[config.mk]
export PLATFORM = sky130hd
export DESIGN_NAME = beat_interval_detector_flat
export DESIGN_NICKNAME = d
export VERILOG_FILES = /design/src/rtl/beat_interval_detector_if.sv /design/src/rtl/beat_interval_detector.sv /design/src/flat_wrapper.sv
export SDC_FILE = /design/constraint.sdc
export NUM_CORES = 1
export LEC_CHECK = 0
export ABC_AREA = 1
export BUFFER_PORTS_ARGS = -buffer_cell sky130_fd_sc_hd__buf_4
export CAP_MARGIN = 15
export CORE_AREA = 3 3 62 64
export CTS_CLUSTER_SIZE = 14
export DETAILED_ROUTE_END_ITERATION = 8
export DIE_AREA = 0 0 65 67
export PLACE_DENSITY = 0.72
export SLEW_MARGIN = 20
export SYNTH_ARGS = -nofsm -noshare
export SYNTH_HDL_FRONTEND = slang
export SYNTH_SLANG_ARGS = --single-unit
[constraint.sdc]
create_clock -name clk -period 1.9 [get_ports clk]
set_input_delay 0.38 -clock clk [delete_from_list [all_inputs] [get_ports clk]]
set_output_delay 0.38 -clock clk [all_outputs]
set_load 0.01 [all_outputs]
[src/rtl/beat_interval_detector_if.sv]
// rtl/beat_interval_detector_if.sv - sample stream and beat/interval outputs of beat_interval_detector
interface beat_interval_detector_if #(
    parameter int WIDTH = 6,
    parameter int DW    = 8
);
    logic             en;
    logic [DW-1:0]    sample;
    logic             sample_valid;
    logic [DW-1:0]    threshold;
    logic [WIDTH-1:0] interval_count;
    logic             interval_valid;
    logic             beat_pulse;

    modport master (
        output en, sample, sample_valid, threshold,
        input  interval_count, interval_valid, beat_pulse
    );

    modport slave (
        input  en, sample, sample_valid, threshold,
        output interval_count, interval_valid, beat_pulse
    );
endinterface

[src/rtl/beat_interval_detector.sv]
// rtl/beat_interval_detector.sv - threshold beat detector with hysteresis/refractory and interval counter
// Optional adaptive threshold (75% of last peak) built when BEAT_INTERVAL_ADAPTIVE_THR_EN is defined.
module beat_interval_detector #(
    parameter int WIDTH   = 6,
    parameter int DW      = 8,
    parameter int REFRACT = 5,
    parameter int HYST    = 8
) (
    input logic clk,
    input logic rst_n,
    beat_interval_detector_if.slave bus
);
    localparam logic [WIDTH-1:0] MAXC = '1;
    localparam int RW = (REFRACT > 1) ? $clog2(REFRACT) : 1;

    typedef enum logic [1:0] {
        S_IDLE,
        S_BELOW,
        S_REFR,
        S_ABOVE
    } state_t;

    state_t           state_q, state_d, cur_st;
    logic [WIDTH-1:0] cnt_q, cnt_d;
    logic             seen_q, seen_d;
    logic [RW-1:0]    refr_q, refr_d;
    logic [WIDTH-1:0] icount_q, icount_d;
    logic             ivalid_q, ivalid_d;
    logic             beat_q, beat_d;
    logic             beat_hit;
    logic [DW-1:0]    eff_thr;
    logic [DW-1:0]    rearm_lvl;

`ifdef BEAT_INTERVAL_ADAPTIVE_THR_EN
    logic [DW-1:0] pk_q, pk_d;
    logic [DW-1:0] last_pk_q, last_pk_d;
    logic [DW-1:0] pk75;

    assign pk75    = (last_pk_q >> 1) + (last_pk_q >> 2);
    assign eff_thr = (bus.threshold > pk75) ? bus.threshold : pk75;
`else
    assign eff_thr = bus.threshold;
`endif

    // A threshold below HYST floors the re-arm level at 0, which never re-arms.
    assign rearm_lvl = (eff_thr < DW'(HYST)) ? '0 : eff_thr - DW'(HYST);

    // IDLE is transparent: a sample arriving with en in the same cycle is judged as BELOW.
    assign cur_st = (state_q == S_IDLE) ? S_BELOW : state_q;

    always_comb begin
        state_d  = state_q;
        cnt_d    = cnt_q;
        seen_d   = seen_q;
        refr_d   = refr_q;
        icount_d = icount_q;
        ivalid_d = 1'b0;
        beat_d   = 1'b0;
        beat_hit = 1'b0;
`ifdef BEAT_INTERVAL_ADAPTIVE_THR_EN
        pk_d      = pk_q;
        last_pk_d = last_pk_q;
`endif
        if (!bus.en) begin
            state_d = S_IDLE;
            cnt_d   = '0;
            seen_d  = 1'b0;
            refr_d  = '0;
`ifdef BEAT_INTERVAL_ADAPTIVE_THR_EN
            pk_d      = '0;
            last_pk_d = '0;
`endif
        end else begin
            state_d = cur_st;
            if (bus.sample_valid) begin
                case (cur_st)
                    S_BELOW: beat_hit = (bus.sample >= eff_thr);
                    S_REFR: begin
`ifdef BEAT_INTERVAL_ADAPTIVE_THR_EN
                        if (bus.sample > pk_q) pk_d = bus.sample;
`endif
                        if (refr_q == '0) state_d = S_ABOVE;
                        else              refr_d  = refr_q - 1'b1;
                    end
                    S_ABOVE: begin
`ifdef BEAT_INTERVAL_ADAPTIVE_THR_EN
                        if (bus.sample > pk_q) pk_d = bus.sample;
`endif
                        if (bus.sample < rearm_lvl) begin
                            state_d = S_BELOW;
`ifdef BEAT_INTERVAL_ADAPTIVE_THR_EN
                            last_pk_d = pk_q;
                            pk_d      = '0;
`endif
                        end
                    end
                    default: state_d = S_BELOW;
                endcase

                if (beat_hit) begin
                    beat_d = 1'b1;
                    if (seen_q && cnt_q != MAXC) begin
                        icount_d = cnt_q + 1'b1;
                        ivalid_d = 1'b1;
                    end
                    cnt_d  = '0;
                    seen_d = 1'b1;
                    if (REFRACT == 0) begin
                        state_d = S_ABOVE;
                    end else begin
                        state_d = S_REFR;
                        refr_d  = RW'(REFRACT - 1);
                    end
                end else begin
                    cnt_d = (cnt_q == MAXC) ? MAXC : cnt_q + 1'b1;
`ifdef BEAT_INTERVAL_ADAPTIVE_THR_EN
                    // A stale peak must not keep the threshold raised once the rhythm is lost.
                    if (cnt_d == MAXC) last_pk_d = '0;
`endif
                end
            end
        end
    end

    always_ff @(posedge clk or negedge rst_n) begin
        if (!rst_n) begin
            state_q  <= S_IDLE;
            cnt_q    <= '0;
            seen_q   <= 1'b0;
            refr_q   <= '0;
            icount_q <= '0;
            ivalid_q <= 1'b0;
            beat_q   <= 1'b0;
`ifdef BEAT_INTERVAL_ADAPTIVE_THR_EN
            pk_q      <= '0;
            last_pk_q <= '0;
`endif
        end else begin
            state_q  <= state_d;
            cnt_q    <= cnt_d;
            seen_q   <= seen_d;
            refr_q   <= refr_d;
            icount_q <= icount_d;
            ivalid_q <= ivalid_d;
            beat_q   <= beat_d;
`ifdef BEAT_INTERVAL_ADAPTIVE_THR_EN
            pk_q      <= pk_d;
            last_pk_q <= last_pk_d;
`endif
        end
    end

    assign bus.interval_count = icount_q;
    assign bus.interval_valid = ivalid_q;
    assign bus.beat_pulse     = beat_q;
endmodule

[src/flat_wrapper.sv]
// flat-port wrapper written by rule: the top's interface ports become plain ports
module beat_interval_detector_flat 
#(
    parameter int WIDTH   = 6,
    parameter int DW      = 8,
    parameter int REFRACT = 5,
    parameter int HYST    = 8
)
  (clk, rst_n, bus_en, bus_sample, bus_sample_valid, bus_threshold, bus_interval_count, bus_interval_valid, bus_beat_pulse);
  beat_interval_detector_if #(.WIDTH(WIDTH), .DW(DW)) bus_i ();
  input logic clk;
  input logic rst_n;
  input wire logic [$bits(bus_i.en)-1:0] bus_en;
  input wire logic [$bits(bus_i.sample)-1:0] bus_sample;
  input wire logic [$bits(bus_i.sample_valid)-1:0] bus_sample_valid;
  input wire logic [$bits(bus_i.threshold)-1:0] bus_threshold;
  output wire logic [$bits(bus_i.interval_count)-1:0] bus_interval_count;
  output wire logic [$bits(bus_i.interval_valid)-1:0] bus_interval_valid;
  output wire logic [$bits(bus_i.beat_pulse)-1:0] bus_beat_pulse;
  assign bus_i.en = bus_en;
  assign bus_i.sample = bus_sample;
  assign bus_i.sample_valid = bus_sample_valid;
  assign bus_i.threshold = bus_threshold;
  assign bus_interval_count = bus_i.interval_count;
  assign bus_interval_valid = bus_i.interval_valid;
  assign bus_beat_pulse = bus_i.beat_pulse;
  beat_interval_detector #(.WIDTH(WIDTH), .DW(DW), .REFRACT(REFRACT), .HYST(HYST)) u_core (.clk(clk), .rst_n(rst_n), .bus(bus_i));
endmodule
==> impl_metrics.json, run 1 <==
{
  "outcome": "completed",
  "drive_gt1_share_pct": 25.5,
  "clk_pin_slew_ps": 120,
  "htree_levels": 1,
  "drt_first_pass_iters": 4,
  "clockBufferDepth": 2,
  "crit_cells": 14,
  "place_area_sq_um": 1800,
  "fin_crit_ps": 1760,
  "wirelength_microns": 2840,
  "reg2reg_from": "u_core.cnt_q[0]",
  "vias": 1249,
  "ys_ff_latch": 20,
  "critPathTopFamily": "compound AO/OA/AOI/OAI gates",
  "multi_input_area_sq_um": 847,
  "drc": 0,
  "worstPathRequired_ps": 2110,
  "cts_sinks": 20,
  "avgSynthCellArea_sq_um": 7.77,
  "worstSetupEndpointType": "flop",
  "grt_overflow": 0,
  "drv_slew": 0,
  "r2r_end": "u_core.bus.interval_count[0]",
  "min_path_cells": 3,
  "whs_endpoint": "u_core.seen_q",
  "antenna_found_initial": 0,
  "synth.distinct_cells": 30,
  "worst_path_most_repeated_cell": "nand2_1",
  "fin_crit_sh_pct": 92.6,
  "post_cts_buffers": 0,
  "crit_fanout": 3,
  "cp_num_buf_inv": 3,
  "ys_warn_count": 0,
  "hold_viol": 0,
  "timing.fmax_ghz": 0.569,
  "design_area_sq_um": 1880,
  "crit_type": "in -> reg",
  "grt_max_degree": 21,
  "ff2ff_path_depth": 8,
  "coreArea_sq_um": 3340,
  "die_h_microns": 67,
  "critPathArrivalTime_ps": 1970,
  "track_usage_pct": 14.3,
  "max_cap_violations": 0,
  "setup_viol": 0,
  "finalClockSkew_ps": 14.1,
  "critPathSlowestCell": "ha_1",
  "drt-vias-per-instance": 4.51,
  "syn-cell-area_sq_um": 1510,
  "startpoint_type": "input port",
  "ff_latch_area_sq_um": 500,
  "postRouteAntennaNets": 0,
  "cts_buffers": 3,
  "placedCellCount": 272,
  "clk_latency_ps": 300,
  "chipWidth_microns": 65,
  "cts_tree": "built",
  "tightestPinTransition_ps": 285,
  "fillCellCount": 315,
  "hp-start": "bus_en",
  "rsz0062_at_grt": "no",
  "area_growth_pct": 24.6,
  "io_buffers": 27,
  "syn-num-nets": 233,
  "grt_pass1_wl_microns": 4930,
  "powerDensity_nw_per_um2": 595,
  "n_antenna_cell": 0,
  "rows": 21,
  "ys_seq_area_share_pct": 33.2,
  "dp_hpwl_microns": 2270,
  "grt_pass1_vias": 1151,
  "p_leak_uw": 0.00111,
  "slew_headroom_pct": 80.9,
  "syn-instance-count": 194,
  "wl_per_cell_microns": 10.3,
  "crit_path_max_incr_delay_ps": 280,
  "regToRegSetupSlack_ps": 400,
  "gp_congestion": 0.912,
  "initial_core_util_pct": 45.2,
  "die_area_sq_um": 4360,
  "hold_path_class": "in -> reg",
  "finish.net_count": 271,
  "peakVddDrop_mv": 0.592,
  "cp_cell_sequence": "buf_4 -> inv_1 -> ha_2 -> nand2_1 -> inv_1 -> a21oi_1 -> a21oi_1 -> ha_1 -> a21oi_2 -> nand3b_1 -> a221oi_2 -> nand2_1 -> nand2_1 -> nand2_1",
  "root_buffer": "clkbuf_4",
  "tns_ps": 0,
  "ios": 28,
  "drt-initial-drc-count": 92,
  "final_cells": 277
}
-- power breakdown --
| part | total, uW | internal (uW) | switching, uW |
|---|---|---|---|
| sequential | 480 | 459 | 20.5 |
| clock | 341 | 213 | 128 |
| combinational | 297 | 135 | 162 |
-- worst register-to-register path: cells and delay by family, from the launching register on --
family,cells,cell delay (ps)
AND/OR/NAND/NOR,6,720
flip-flops,1,410
adder cells (fa/ha/maj),1,230
buffers and inverters,1,60
-- sequential cells by signal, summed over array words and instances (netlist names) --
name and cells:
u_core.bus.interval_count 6, u_core.seen_q 1, u_core.cnt_q 6, u_core.refr_q 3, u_core.state_q 2, u_core.bus.interval_valid 1, u_core.bus.beat_pulse 1
-- per-stage QoR --
stage	setup WS, ps	hold WS (ps)	utilization (%)	power [uW]
after floorplan	26.2	84.4	-	660
after global placement	-115	272	54.0	773
after detailed placement	-163	270	54.0	778
after CTS	178	378	55.9	1120
after global routing	2.91	360	56.3	1200
final	141	381	56.3	1120
-- cell usage after synthesis, drive strengths merged --
cell / instances / area [sq um]
a21oi: 8 / 40.0
o2111ai: 1 / 8.76
o21ai: 5 / 25.0
inv: 37 / 146
a21o: 1 / 7.51
a221oi: 1 / 8.76
buf: 1 / 11.3
nand3b: 1 / 7.51
nand4: 3 / 18.8
bufinv: 1 / 17.5
dfrtp: 20 / 500
ha: 19 / 238
nor3: 2 / 26.3
nand3: 10 / 77.6
o22ai: 4 / 25.0
or2: 2 / 15.0
xor2: 4 / 35.0
nor2: 18 / 86.3
nand2: 56 / 213
-- how the worst max path moves through the flow --
stage / from / end
2_1_floorplan: bus_threshold[3] / u_core.state_q[1]
3_3_place_gp: bus_threshold[3] / u_core.state_q[1]
3_5_place_dp: bus_threshold[3] / u_core.state_q[1]
4_1_cts: bus_threshold[3] / u_core.state_q[1]
5_1_grt: bus_threshold[3] / u_core.state_q[1]
6_report: bus_threshold[3] / u_core.state_q[1]
-- per-layer routing --
metal / track usage (%) / part of all wire (%)
met5: 0 / 0
met4: 2.37 / 0.46
met3: 3.88 / 4.4
met2: 22.3 / 44
met1: 19.8 / 51
-- cell usage in the layout, fill, tap and decap left out, drive strengths merged --
master	instances
nand3	10
nand4	3
o22ai	4
buf	33
nand3b	1
bufinv	2
nand2	56
nor3	2
ha	19
dlygate4sd3	1
o2111ai	1
or2	2
o21ai	5
inv	37
a221oi	1
a21oi	8
clkbuf	3
xor2	4
nor2	18
dfrtp	20
a21o	1
-- logic make-up after synthesis --
family / after synthesis / synth area share [%]
AOI/OAI and AO/OA: 20 / 7.63
DFF: 20 / 33.2
and+or+nand+nor: 92 / 29.5
buffers and inverters: 39 / 11.6
xor gates and xnor gates: 4 / 2.32
adders and majority gates: 19 / 15.8
-- timing repair --
item / in CTS / in global routing
setup endpoints to repair: 0 / 1
resized for setup: 0 / 4
hold buffers: 1 / 0
endpoints found under the hold margin: 20 / 0
-- layout make-up --
cell class              count  area share, %
inverters                  38           8.72
multi-input cells         135           45.1
repair buffers             34           13.7
well taps                  46           3.06
clock inverters             1           1.60
flip-flops and latches     20           26.6
clock buffers               3           1.20
Power figures use the tool's default switching activity.
==> run 2, diff against run 1 <==
Settings changed: CORE_AREA 3 3 62 64 to 3 3 57 59, DIE_AREA 0 0 65 67 to 0 0 60 62, PLACE_DENSITY 0.72 to 0.82.
==> run 2 against run 1 <==
Combinational power down 1%; total power is 9.6% lower; worst setup slack better by 75 ps; sequential power hardly changed; worst hold slack gained 18 ps; clock skew shrank 13 ps; die area is 15% lower; cell count shrank 5.8%; fmax increased by 4.5%; critical path depth is the same; register-to-register slack worse by 50 ps; wire length is 0.63% higher; critical path type unchanged; critical endpoint unchanged; largest power group unchanged.
==> impl_metrics.json, run 2 (synthesis gave the netlist of run 1 again) <==
{
  "outcome": "completed",
  "ios": 28,
  "critPathTopFamily": "compound AO/OA/AOI/OAI gates",
  "area_growth_pct": 21.8,
  "cts_tree": "built",
  "fin_crit_sh_pct": 88.6,
  "mostFrequentLayoutCells": "nand2_1, buf_4, inv_1",
  "drv_slew": 0,
  "track_usage_pct": 17.3,
  "cts_buffers": 3,
  "drt_first_pass_iters": 4,
  "drive_gt1_share_pct": 26.1,
  "whs_endpoint": "u_core.seen_q",
  "wirelength_microns": 2860,
  "clockBufferDepth": 2,
  "hold_viol": 0,
  "cp_num_buf_inv": 3,
  "grt_pass1_wl_microns": 5000,
  "hold_path_class": "in -> reg",
  "fin_crit_ps": 1680,
  "min_path_cells": 3,
  "io_buffers": 27,
  "critPathSlowestCell": "ha_1",
  "place_area_sq_um": 1780,
  "wl_per_cell_microns": 11.0,
  "worstPathRequired_ps": 2090,
  "p_leak_uw": 0.00109,
  "powerDensity_nw_per_um2": 551,
  "max_cap_violations": 0,
  "post_cts_buffers": 0,
  "drt-vias-per-instance": 4.97,
  "chipWidth_microns": 60,
  "r2r_end": "u_core.bus.interval_count[1]",
  "cp_cell_sequence": "buf_4 -> inv_2 -> ha_2 -> nand2_1 -> inv_1 -> a21oi_1 -> a21oi_1 -> ha_1 -> a21oi_2 -> nand3b_1 -> a221oi_2 -> nand2_1 -> nand2_1 -> nand2_1",
  "clk_pin_slew_ps": 110,
  "tightestPinTransition_ps": 308,
  "dp_hpwl_microns": 2350,
  "rows": 19,
  "gp_congestion": 0.848,
  "worstSetupEndpointType": "flop",
  "drt-initial-drc-count": 45,
  "tns_ps": 0,
  "vias": 1296,
  "clk_latency_ps": 290,
  "reg2reg_from": "u_core.cnt_q[0]",
  "post-place-ws_ps": -150,
  "root_buffer": "clkbuf_4",
  "setup_viol": 0,
  "regToRegSetupSlack_ps": 350,
  "fin_ws_ps": 217,
  "grt_overflow": 0,
  "ff2ff_path_depth": 8,
  "die_h_microns": 62,
  "postRouteAntennaNets": 0,
  "drc": 0,
  "final_common_cell": "nand2_1",
  "grt_pass1_vias": 1275,
  "grt_max_degree": 21,
  "antenna_found_initial": 0,
  "coreArea_sq_um": 2760,
  "htree_levels": 1,
  "worst_path_most_repeated_cell": "nand2_1",
  "slew_headroom_pct": 79.4,
  "n_antenna_cell": 0,
  "rsz0062_at_grt": "no",
  "finish.net_count": 270,
  "die_area_sq_um": 3720,
  "design_area_sq_um": 1840,
  "hp-start": "bus_en",
  "cts_sinks": 20,
  "crit_path_max_incr_delay_ps": 280,
  "timing.fmax_ghz": 0.594,
  "finalClockSkew_ps": 0.878,
  "initial_core_util_pct": 54.7,
  "critPathArrivalTime_ps": 1880,
  "fin_hold_ws_ps": 399,
  "crit_type": "in -> reg",
  "crit_fanout": 3,
  "peakVddDrop_mv": 0.591,
  "startpoint_type": "input port"
}
-- run 2: cell count changes in the layout (fill, tap and decap cells not counted), sizes merged --
cell	delta
bufinv	-1
buf	-1
clkbuf	+1
-- run 2: per-layer routing --
metal | GRT usage [%] | share of wire, % | vias up | routed length [microns]
li1 | - | - | 692 | -
met1 | 20.7 | 43 | 573 | 1240
met2 | 32.1 | 51 | 29 | 1470
met3 | 2.69 | 4.9 | 2 | 141
met4 | 5.06 | 0.52 | 0 | 15
met5 | 0 | 0 | - | 0
-- run 2: cell type report --
type                            instances  area (sq um)
Fill cell                             231           921
Multi-Input combinational cell        135           847
Sequential cell                        20           500
Timing Repair Buffer                   33           250
Inverter                               38           164
Tap cell                               31          38.8
Clock buffer                            4          36.3
-- run 2: how the worst max path moves through the flow --
| stage | from | to | slack (ps) | cells past startpoint |
|---|---|---|---|---|
| 2_1_floorplan | bus_threshold[3] | u_core.state_q[1] | 30 | 13 |
| 3_3_place_gp | bus_threshold[3] | u_core.state_q[1] | -120 | 14 |
| 3_5_place_dp | bus_threshold[4] | u_core.state_q[1] | -150 | 14 |
| 4_1_cts | bus_threshold[4] | u_core.state_q[1] | 170 | 14 |
| 5_1_grt | bus_threshold[4] | u_core.state_q[1] | 30 | 14 |
| 6_report | bus_threshold[4] | u_core.state_q[1] | 220 | 14 |
-- run 2: tightest hold or removal path, cell delays in order --
cell and delay (ps):
buf_4 150, nand2_1 80, nand2_1 50
-- run 2: metrics by stage --
step                      instances  power, uW  utilization (%)
after global placement          256        766             64.4
after floorplan                 194        660                -
after global routing            261       1090             66.6
after detailed placement        256        773             64.4
after CTS                       261       1020             66.1
final                           261       1010             66.6
-- run 2: timing repair --
action | in CTS | in global routing
gates resized for setup | 0 | 6
hold endpoints to repair | 20 | 0
hold buffers | 1 | 0
endpoints found under the setup margin | 0 | 1
-- run 2: power by group --
part           total (uW)  internal (uW)  switching, uW
registers             479            459           19.7
clock network         239            117            123
logic                 293            132            161
total                1010            708            303
